[src/rtl/exc_commit_ctrl_pkg.sv]
// Shared CSR definitions: CSR numbers, exception codes and commit-controller encodings.
package exc_commit_ctrl_pkg;

    localparam logic [8:0] CSR_CRMD   = 9'h000;
    localparam logic [8:0] CSR_PRMD   = 9'h001;
    localparam logic [8:0] CSR_ECFG   = 9'h004;
    localparam logic [8:0] CSR_ESTAT  = 9'h005;
    localparam logic [8:0] CSR_ERA    = 9'h006;
    localparam logic [8:0] CSR_BADV   = 9'h007;
    localparam logic [8:0] CSR_EENTRY = 9'h00c;
    localparam logic [8:0] CSR_SAVE0  = 9'h030;

    localparam logic [5:0] ECODE_INTERRUPT = 6'h00;
    localparam logic [5:0] ECODE_ADE       = 6'h08;
    localparam logic [5:0] ECODE_ALE       = 6'h09;
    localparam logic [5:0] ECODE_SYS       = 6'h0b;
    localparam logic [5:0] ECODE_BRK       = 6'h0c;
    localparam logic [5:0] ECODE_INE       = 6'h0d;

    localparam logic [8:0] ESUBCODE_ADEF = 9'h000;
    localparam logic [8:0] ESUBCODE_ADEM = 9'h001;

    typedef enum logic {
        ST_IDLE,
        ST_BLANK
    } commit_state_e;

    typedef enum logic [2:0] {
        EVT_NONE,
        EVT_INT,
        EVT_EXC,
        EVT_ERTN,
        EVT_CSRW
    } commit_evt_e;

endpackage

[src/rtl/exc_commit_ctrl_prio.sv]
// Picks the single commit event for the WB instruction: interrupt > exception > ertn > CSR write.
module commit_prio_enc
    import exc_commit_ctrl_pkg::*;
(
    input  logic        valid_i,
    input  logic        int_pend_i,
    input  logic        ex_i,
    input  logic        ertn_i,
    input  logic        csr_we_i,
    output commit_evt_e evt_o
);

    always_comb begin
        evt_o = EVT_NONE;
        if (valid_i) begin
            if (int_pend_i)    evt_o = EVT_INT;
            else if (ex_i)     evt_o = EVT_EXC;
            else if (ertn_i)   evt_o = EVT_ERTN;
            else if (csr_we_i) evt_o = EVT_CSRW;
        end
    end

endmodule

[src/rtl/exc_commit_ctrl.sv]
// Exception/interrupt commit controller: turns the WB instruction into CSR updates,
// a pipeline flush with redirect target, and a fixed-length post-flush blanking window.
module exc_commit_ctrl
    import exc_commit_ctrl_pkg::*;
#(
    parameter int unsigned FLUSH_CYCLES = 3,
    parameter logic [5:0]  ECODE_INT    = ECODE_INTERRUPT
) (
    input  logic        clk,
    input  logic        reset,
    input  logic        wb_valid,
    input  logic        wb_ex,
    input  logic [5:0]  wb_ecode,
    input  logic [8:0]  wb_esubcode,
    input  logic [31:0] wb_pc,
    input  logic [31:0] wb_vaddr,
    input  logic        wb_ertn,
    input  logic        wb_csr_we,
    input  logic [8:0]  wb_csr_num,
    input  logic [31:0] wb_csr_wmask,
    input  logic [31:0] wb_csr_wvalue,
    input  logic        csr_crmd_ie,
    input  logic [12:0] csr_ecfg_lie,
    input  logic [12:0] csr_estat_is,
    input  logic [31:0] csr_eentry,
    input  logic [31:0] csr_era,
    output logic        csr_ex,
    output logic [5:0]  csr_ecode,
    output logic [8:0]  csr_esubcode,
    output logic [31:0] csr_pc,
    output logic [31:0] csr_vaddr,
    output logic        csr_ertn_flush,
    output logic        csr_we,
    output logic [8:0]  csr_num,
    output logic [31:0] csr_wmask,
    output logic [31:0] csr_wvalue,
    output logic        flush,
    output logic [31:0] flush_target,
    output logic        busy
);

    localparam logic [3:0] BLANK_INIT = 4'(FLUSH_CYCLES - 1);

    commit_state_e state_q, state_d;
    logic [3:0]    blank_cnt_q, blank_cnt_d;
    logic          int_pend_q;
    commit_evt_e   evt;

    always_ff @(posedge clk) begin
        if (reset) begin
            state_q     <= ST_IDLE;
            blank_cnt_q <= '0;
            int_pend_q  <= 1'b0;
        end else begin
            state_q     <= state_d;
            blank_cnt_q <= blank_cnt_d;
            int_pend_q  <= csr_crmd_ie & (|(csr_estat_is & csr_ecfg_lie));
        end
    end

    // Reset and BLANK both mask the WB instruction before it reaches the encoder.
    commit_prio_enc u_prio (
        .valid_i    (wb_valid & ~reset & (state_q == ST_IDLE)),
        .int_pend_i (int_pend_q),
        .ex_i       (wb_ex),
        .ertn_i     (wb_ertn),
        .csr_we_i   (wb_csr_we),
        .evt_o      (evt)
    );

    always_comb begin
        state_d        = state_q;
        blank_cnt_d    = blank_cnt_q;
        csr_ex         = 1'b0;
        csr_ecode      = '0;
        csr_esubcode   = '0;
        csr_pc         = '0;
        csr_vaddr      = '0;
        csr_ertn_flush = 1'b0;
        csr_we         = 1'b0;
        csr_num        = '0;
        csr_wmask      = '0;
        csr_wvalue     = '0;
        flush          = 1'b0;
        flush_target   = '0;
        busy           = (state_q == ST_BLANK) & ~reset;

        unique case (state_q)
            ST_IDLE: begin
                unique case (evt)
                    EVT_INT: begin
                        csr_ex       = 1'b1;
                        csr_ecode    = ECODE_INT;
                        csr_pc       = wb_pc;
                        flush        = 1'b1;
                        flush_target = csr_eentry;
                    end
                    EVT_EXC: begin
                        csr_ex       = 1'b1;
                        csr_ecode    = wb_ecode;
                        csr_esubcode = wb_esubcode;
                        csr_pc       = wb_pc;
                        csr_vaddr    = wb_vaddr;
                        flush        = 1'b1;
                        flush_target = csr_eentry;
                    end
                    EVT_ERTN: begin
                        csr_ertn_flush = 1'b1;
                        flush          = 1'b1;
                        flush_target   = csr_era;
                    end
                    EVT_CSRW: begin
                        csr_we     = 1'b1;
                        csr_num    = wb_csr_num;
                        csr_wmask  = wb_csr_wmask;
                        csr_wvalue = wb_csr_wvalue;
                    end
                    default: ;
                endcase
                if (flush) begin
                    state_d     = ST_BLANK;
                    blank_cnt_d = BLANK_INIT;
                end
            end
            ST_BLANK: begin
                if (blank_cnt_q == '0) state_d = ST_IDLE;
                else                   blank_cnt_d = blank_cnt_q - 4'd1;
            end
            default: state_d = ST_IDLE;
        endcase
    end

endmodule

[config.mk]
export PLATFORM = sky130hd
export DESIGN_NAME = exc_commit_ctrl
export DESIGN_NICKNAME = d
export VERILOG_FILES = /design/src/rtl/exc_commit_ctrl_pkg.sv /design/src/rtl/exc_commit_ctrl_prio.sv /design/src/rtl/exc_commit_ctrl.sv
export SDC_FILE = /design/constraint.sdc
export NUM_CORES = 1
export LEC_CHECK = 0
export ABC_CLOCK_PERIOD_IN_PS = 4270
export CELL_PAD_IN_SITES_DETAIL_PLACEMENT = 0
export CELL_PAD_IN_SITES_GLOBAL_PLACEMENT = 1
export CORE_AREA = 2 2 171 173
export DETAILED_ROUTE_END_ITERATION = 10
export DIE_AREA = 0 0 173 175
export GPL_TIMING_DRIVEN = 1
export MAX_ROUTING_LAYER = met4
export PLACE_DENSITY_LB_ADDON = 0.12
export SETUP_SLACK_MARGIN = 0.05
export SYNTH_ARGS = -nofsm -noshare
export SYNTH_HDL_FRONTEND = slang
export SYNTH_SLANG_ARGS = --single-unit
[constraint.sdc]
create_clock -name clk -period 4.27 [get_ports clk]
set_input_delay 0.854 -clock clk [delete_from_list [all_inputs] [get_ports clk]]
set_output_delay 0.854 -clock clk [all_outputs]
set_load 0.02 [all_outputs]
Word-level counts from Yosys, hierarchy flattened
Cells that the tools add are included.
{"block": "classes", "addsub": 1, "n_eq_ne": 6, "muxes": 36, "bitwise": 7, "n_reduce_logical": 5}
{"op": "two-way mux 32 bit", "count": 9}
{"op": "one-hot mux 32 bit (2 select lines)", "count": 1}
{"op": "two-way mux 9 bit", "count": 4}
{"op": "two-way mux 3 bit", "count": 5}
{"op": "bitwise AND 13 bit", "count": 1}
{"op": "OR reduction 13 bit", "count": 1}
{"op": "two-way mux 6 bit", "count": 2}
{"op": "two-way mux 1 bit", "count": 11}
{"op": "two-way mux 4 bit", "count": 2}
{"op": "one-hot mux 4 bit (2 select lines)", "count": 1}
{"op": "== test 3 x 2 -> 1 bit, second input constant", "count": 2}
{"op": "bitwise AND 1 bit", "count": 4}
{"op": "zero test 4 bit", "count": 1}
{"op": "subtractor 4 x 1 -> 4 bit, second input constant", "count": 1}
{"op": "== test 3 x 1 -> 1 bit, second input constant", "count": 1}
{"op": "== test 3 bit, second input constant", "count": 1}
{"op": "OR reduction 3 bit", "count": 1}
{"op": "inequality test 2 x 1 -> 1 bit, second input constant", "count": 1}
{"op": "inequality test 2 bit, second input constant", "count": 1}
{"op": "NOT 1 bit", "count": 2}
{"op": "one-hot mux 1 bit (2 select lines)", "count": 1}
{"op": "AND reduction 2 bit", "count": 1}
{"op": "OR reduction 2 bit", "count": 1}
{"block": "totals", "register_bits": 6, "inputBits": 249, "output_inout_bits": 189, "elab_cells": 58}

Logic depth before layout (Yosys ltp)
{"block": "logic_depth", "ltp_word": 11, "depth_mapped": 7, "ltp_nobuf": 5}

Modules after synthesis
A second synthesis with hierarchy kept.
{"block": "hier_totals", "cells_unflattened": 263, "area_unflattened_um2": 1874.3}
{"module": "exc_commit_ctrl", "n_inst": 1, "cells_each": 258, "area_per_inst_um2": 1839.3, "seq_area_each_um2": 120.1}
{"module": "commit_prio_enc", "n_inst": 1, "cells_each": 5, "area_per_inst_um2": 35.0, "seq_area_each_um2": 0.0}

Worst setup path after synthesis
OpenSTA, ideal clock, no wires.
{"block": "synth_timing", "kind": "input to output", "startpoint": "in reset", "endpoint": "out flush_target[22]", "arrival_time_ns": 2.282, "required_time_ns": 3.416, "setup_slack_ns": 1.134, "path_stages": 6, "path_buffers": 3, "cell_sequence": "buf_6 -> or3b_1 -> buf_6 -> nor4b_4 -> buf_6 -> a22o_1"}
{"block": "synth_via", "elab_chain_len": 8, "word_cells_on_any_way": 10, "cone_classes": "3 x eq/ne; 3 x mux; 3 x bitwise; 1 x reduce/logical"}
{"item": "start: declaration", "line": "exc_commit_ctrl.sv:10", "text": "input logic reset,"}
{"item": "NOT 1 bit *", "line": "exc_commit_ctrl.sv:63", "text": ".valid_i (wb_valid & ~reset & (state_q == ST_IDLE)),"}
{"item": "bitwise AND 1 bit * (2 in series)", "line": "exc_commit_ctrl.sv:63"}
{"item": "two-way mux 3 bit *", "line": "exc_commit_ctrl_prio.sv:15", "text": "if (valid_i) begin"}
{"item": "== test 3 x 2 -> 1 bit or == test 3 x 1 -> 1 bit (tied branches)", "line": "exc_commit_ctrl.sv:90", "text": "unique case (evt)"}
{"item": "OR reduction 2 bit (no line)"}
{"item": "one-hot mux 32 bit (2 select lines) *", "line": "exc_commit_ctrl.sv:90"}
{"item": "two-way mux 32 bit *", "line": "exc_commit_ctrl.sv:88", "text": "unique case (state_q)"}
{"item": "end: declaration", "line": "exc_commit_ctrl.sv:38", "text": "output logic [31:0] flush_target,"}
Every way passes the cells marked *; elsewhere a longest branch is shown, timed or not.

Final worst setup path
{"block": "layout_timing", "startpoint": "in wb_valid", "endpoint": "out csr_wvalue[1]"}
{"block": "layout_via", "elab_chain_len": 6}
{"item": "start: declaration", "line": "exc_commit_ctrl.sv:11", "text": "input logic wb_valid,"}
{"item": "bitwise AND 1 bit (2 in series)", "line": "exc_commit_ctrl.sv:63"}
{"item": "two-way mux 3 bit", "line": "exc_commit_ctrl_prio.sv:15"}
{"item": "== test 3 bit", "line": "exc_commit_ctrl.sv:90"}
{"item": "two-way mux 32 bit", "line": "exc_commit_ctrl.sv:90"}
{"item": "two-way mux 32 bit", "line": "exc_commit_ctrl.sv:88"}
{"item": "end: declaration", "line": "exc_commit_ctrl.sv:36", "text": "output logic [31:0] csr_wvalue,"}
Every way passes these cells.

==> metrics.csv <==
metric;value;unit
delay contributed by the slowest stage of the critical path;630;ps
power share of the sequential group;0.094;
count of yosys warnings during synthesis;0;
register clock-pin slew on the reported worst setup and hold paths;30;ps
routed length per instance;16.42;um
Worst Path Class, Setup;in2out;
chip height;175;um
internal power;0.0004824;W
Layout Nets;929;
launch instance of the worst register-to-register path;state_q;
ranking of synthesized cells by instance count;152 x sky130_fd_sc_hd__and2_1, 33 x sky130_fd_sc_hd__a22o_1, 11 x sky130_fd_sc_hd__buf_6;
Crit path arrival time;3250;ps
master cell of the clock root buffer;sky130_fd_sc_hd__clkbuf_16;
critical path peak fanout;74;
Achievable Freq;243.9;MHz
Yosys top cell by area;sky130_fd_sc_hd__and2_1;
number of max-slew violations in the final report;0;
starting utilization of the core area;0.06549;
EDFF count, synth;0;
worst-path cell with the longest stage delay;sky130_fd_sc_hd__clkdlybuf4s50_1;
HPWL after detailed placement;15520;um
kind of start point of the critical path;input port;
count of buffers inserted at the top-level ports;437;
average cell area after synthesis;7.235;um^2
pin count of the biggest net entering global routing;75;
Unique masters post-synth;33;
die area;30280;um^2
Worst Path Buf+Inv;3;
core region area;28390;um^2
final routed wirelength across all metal layers;17490;um
post-route setup TNS;0;ps
sequential cell area;120.1;um^2
post-route fraction of the period consumed by the critical path;0.9601;
proportion of synthesized flip-flops having asynchronous set or reset;0;
initial antenna violation count;4;
CTS sink cnt;6;
startpoint of the worst setup timing path;wb_valid;
I/O pin count;438;
cell leakage power;2.408;nW
crit path time final;4099;ps
GP Congestion;0.8808;
crit path capture type;primary output;
clk_skew;1.403;ps
layout overhead on the synthesized area;260.8;%
area share of the largest cell type after synthesis;0.5114;
transition time of the tightest slew-check pin;465.2;ps
cell area after technology mapping;1859;um^2
Num CTS Buffers;3;
total global routing overflow;0;
vias;3471;
cell occurring most often along the worst timing path;sky130_fd_sc_hd__clkdlybuf4s50_1;
clock latency of the later-clocked register in the worst-skew pair;230;ps
startpoint of the most critical hold path;blank_cnt_q[1];
count leader, synth;sky130_fd_sc_hd__and2_1;
DIE WIDTH;173;um
fraction of layout cells with a size suffix above 1;0.02216;
count of final hold-check violations;0;
cell count after synthesis;257;
count of cells resized by post-cts repair;0;
dominant synthesized flop cell;sky130_fd_sc_hd__dfxtp_1;
multi-input gate area in the final layout;1544;um^2
biggest area contributors in the synthesized netlist;sky130_fd_sc_hd__and2_1 51%, sky130_fd_sc_hd__a22o_1 16%, sky130_fd_sc_hd__buf_6 6.7%;
count of fill cells added during filler insertion;3178;
detailed-router iteration count before antenna repair;4;
hold-fix buffer count after cts;0;
setup violators final;0;
CP cell instances;clkdlybuf4s50_1 > or3b_1 > nor4_4 > buf_12 > and2_1 > clkdlybuf4s50_1;
Max-cap violations;0;
GR Util All Layers;0.1091;
TritonCTS clock tree;built;
deepest clock path buffer count;2;
post-CTS setup repair buffer count;0;
total chip power;0.0006636;W
power spent charging and discharging nets;0.0001813;W
Detail Route Antenna Nets;0;
setup repair after global routing missed its margin;false;
ratio of total power to cell area;98.94;nW/um^2
relative contribution of combinational cells to total power;0.678;
first-pass GRT wire length;24070;um
worst ir drop on vdd;98.70;uV
H-tree depth;1;
proportion of total power due to net switching;0.2732;
critical path data required time;3420;ps
Worst Hold Class;reg2reg;
clock network fraction of total power;0.228;
standard-cell row count;62;
DRC errors left;0;
vias per inst;3.259;
kind of cell adding the most delay to the critical path;buffers and inverters;
number of synthesized register bits;6;
post-synthesis sequential area ratio;0.06460;
syn_nets;507;
result of the run;finished clean;
normalized max-slew margin;0.6875;
via count of the first global-routing pass;3633;
initial detailed-routing violation count;85;
layer usage:
| metal | share of wire | track usage | vias to the layer above |
|---|---|---|---|
| met4 | 0.016 | 0.03249 | 0 |
| met5 | 0 | - | - |
| met2 | 0.58 | 0.2225 | 211 |
| met3 | 0.071 | 0.02241 | 10 |
| li1 | - | - | 1702 |
| met1 | 0.33 | 0.1005 | 1548 |
path summary, 6_finish.rpt:
check                        end  slack (ps)  cells past startpoint
hold reg to reg   blank_cnt_q[1]         490                      1
hold / removal    blank_cnt_q[1]         490                      1
setup / recovery   csr_wvalue[1]         170                      6
setup reg to reg         state_q        2580                      4
state kept, by name, indices dropped and copies added (netlist names):
signal       flops
state_q          1
blank_cnt_q      4
int_pend_q       1
placed cells by master, fill, tap and decap left out, drive strengths merged:
| master | synthesis | routed |
|---|---|---|
| o21bai | 1 | 1 |
| clkbuf | 9 | 3 |
| nand4b | 1 | 1 |
| clkdlybuf4s50 | 0 | 436 |
| diode | 0 | 4 |
| ha | 1 | 1 |
| a222oi | 1 | 1 |
| o31ai | 1 | 1 |
| a31oi | 3 | 3 |
| a311oi | 2 | 2 |
| o2bb2ai | 1 | 1 |
| or3 | 2 | 2 |
| nor3b | 1 | 1 |
| or3b | 2 | 2 |
| o21a | 1 | 1 |
| inv | 3 | 3 |
| nor4b | 1 | 1 |
| nor3 | 1 | 1 |
| and2 | 152 | 152 |
| dfxtp | 6 | 6 |
| nand2b | 2 | 2 |
| a22oi | 3 | 3 |
| and3 | 1 | 1 |
| buf | 17 | 7 |
| o21ai | 1 | 1 |
| nor2b | 3 | 3 |
| a22o | 33 | 33 |
| nand3 | 2 | 2 |
| a221oi | 1 | 1 |
| nor2 | 4 | 4 |
| nor4 | 1 | 1 |
worst register-to-register path, delay by kind of cell, from the launching register on:
kind / cells / cell delay (ps)
flip-flops: 1 / 410
AO/OA/AOI/OAI: 1 / 240
AND/OR/NAND/NOR: 2 / 750
buffers and inverters: 1 / 220
per-stage QoR:
step | cell area, um^2 | util | std cells | setup WS (ps) | hold WS [ps]
after floorplan | 1859 | - | 257 | 1134 | 454.1
after global placement | 6623 | 0.2333 | 1058 | 119.9 | 475.6
after detailed placement | 6623 | 0.2333 | 1058 | 121.5 | 481.6
after CTS | 6698 | 0.2359 | 1061 | 114.3 | 489.4
after global routing | 6708 | 0.2363 | 1065 | 60.12 | 513.5
final | 6708 | 0.2363 | 1065 | 170.6 | 488.1
power groups by stage:
| stage | registers, W | clock network [W] | logic (W) |
|---|---|---|---|
| floorplan | 0.0000614 | 0 | 0.000127 |
| CTS | 0.0000625 | 0.000155 | 0.000458 |
| finish | 0.0000625 | 0.000151 | 0.000450 |
| detailed placement | 0.0000632 | 0 | 0.000455 |
| global placement | 0.0000633 | 0 | 0.000455 |
| global route | 0.0000629 | 0.000159 | 0.000478 |
kinds of logic after synthesis:
family	share of synthesized area
flops	0.06461
buf+inv	0.1124
fa+ha+maj	0.006728
simple gates	0.5996
compound gates	0.2167
cell type report:
type	count	share of cell area
Inverter	3	0.001679
Sequential cell	6	0.01791
Clock buffer	3	0.01119
Antenna cell	4	0.001492
Timing Repair Buffer	443	0.6659
Multi-Input combinational cell	222	0.2302
Tap cell	384	0.07163
Note: power is estimated with default switching activity, not from simulation.
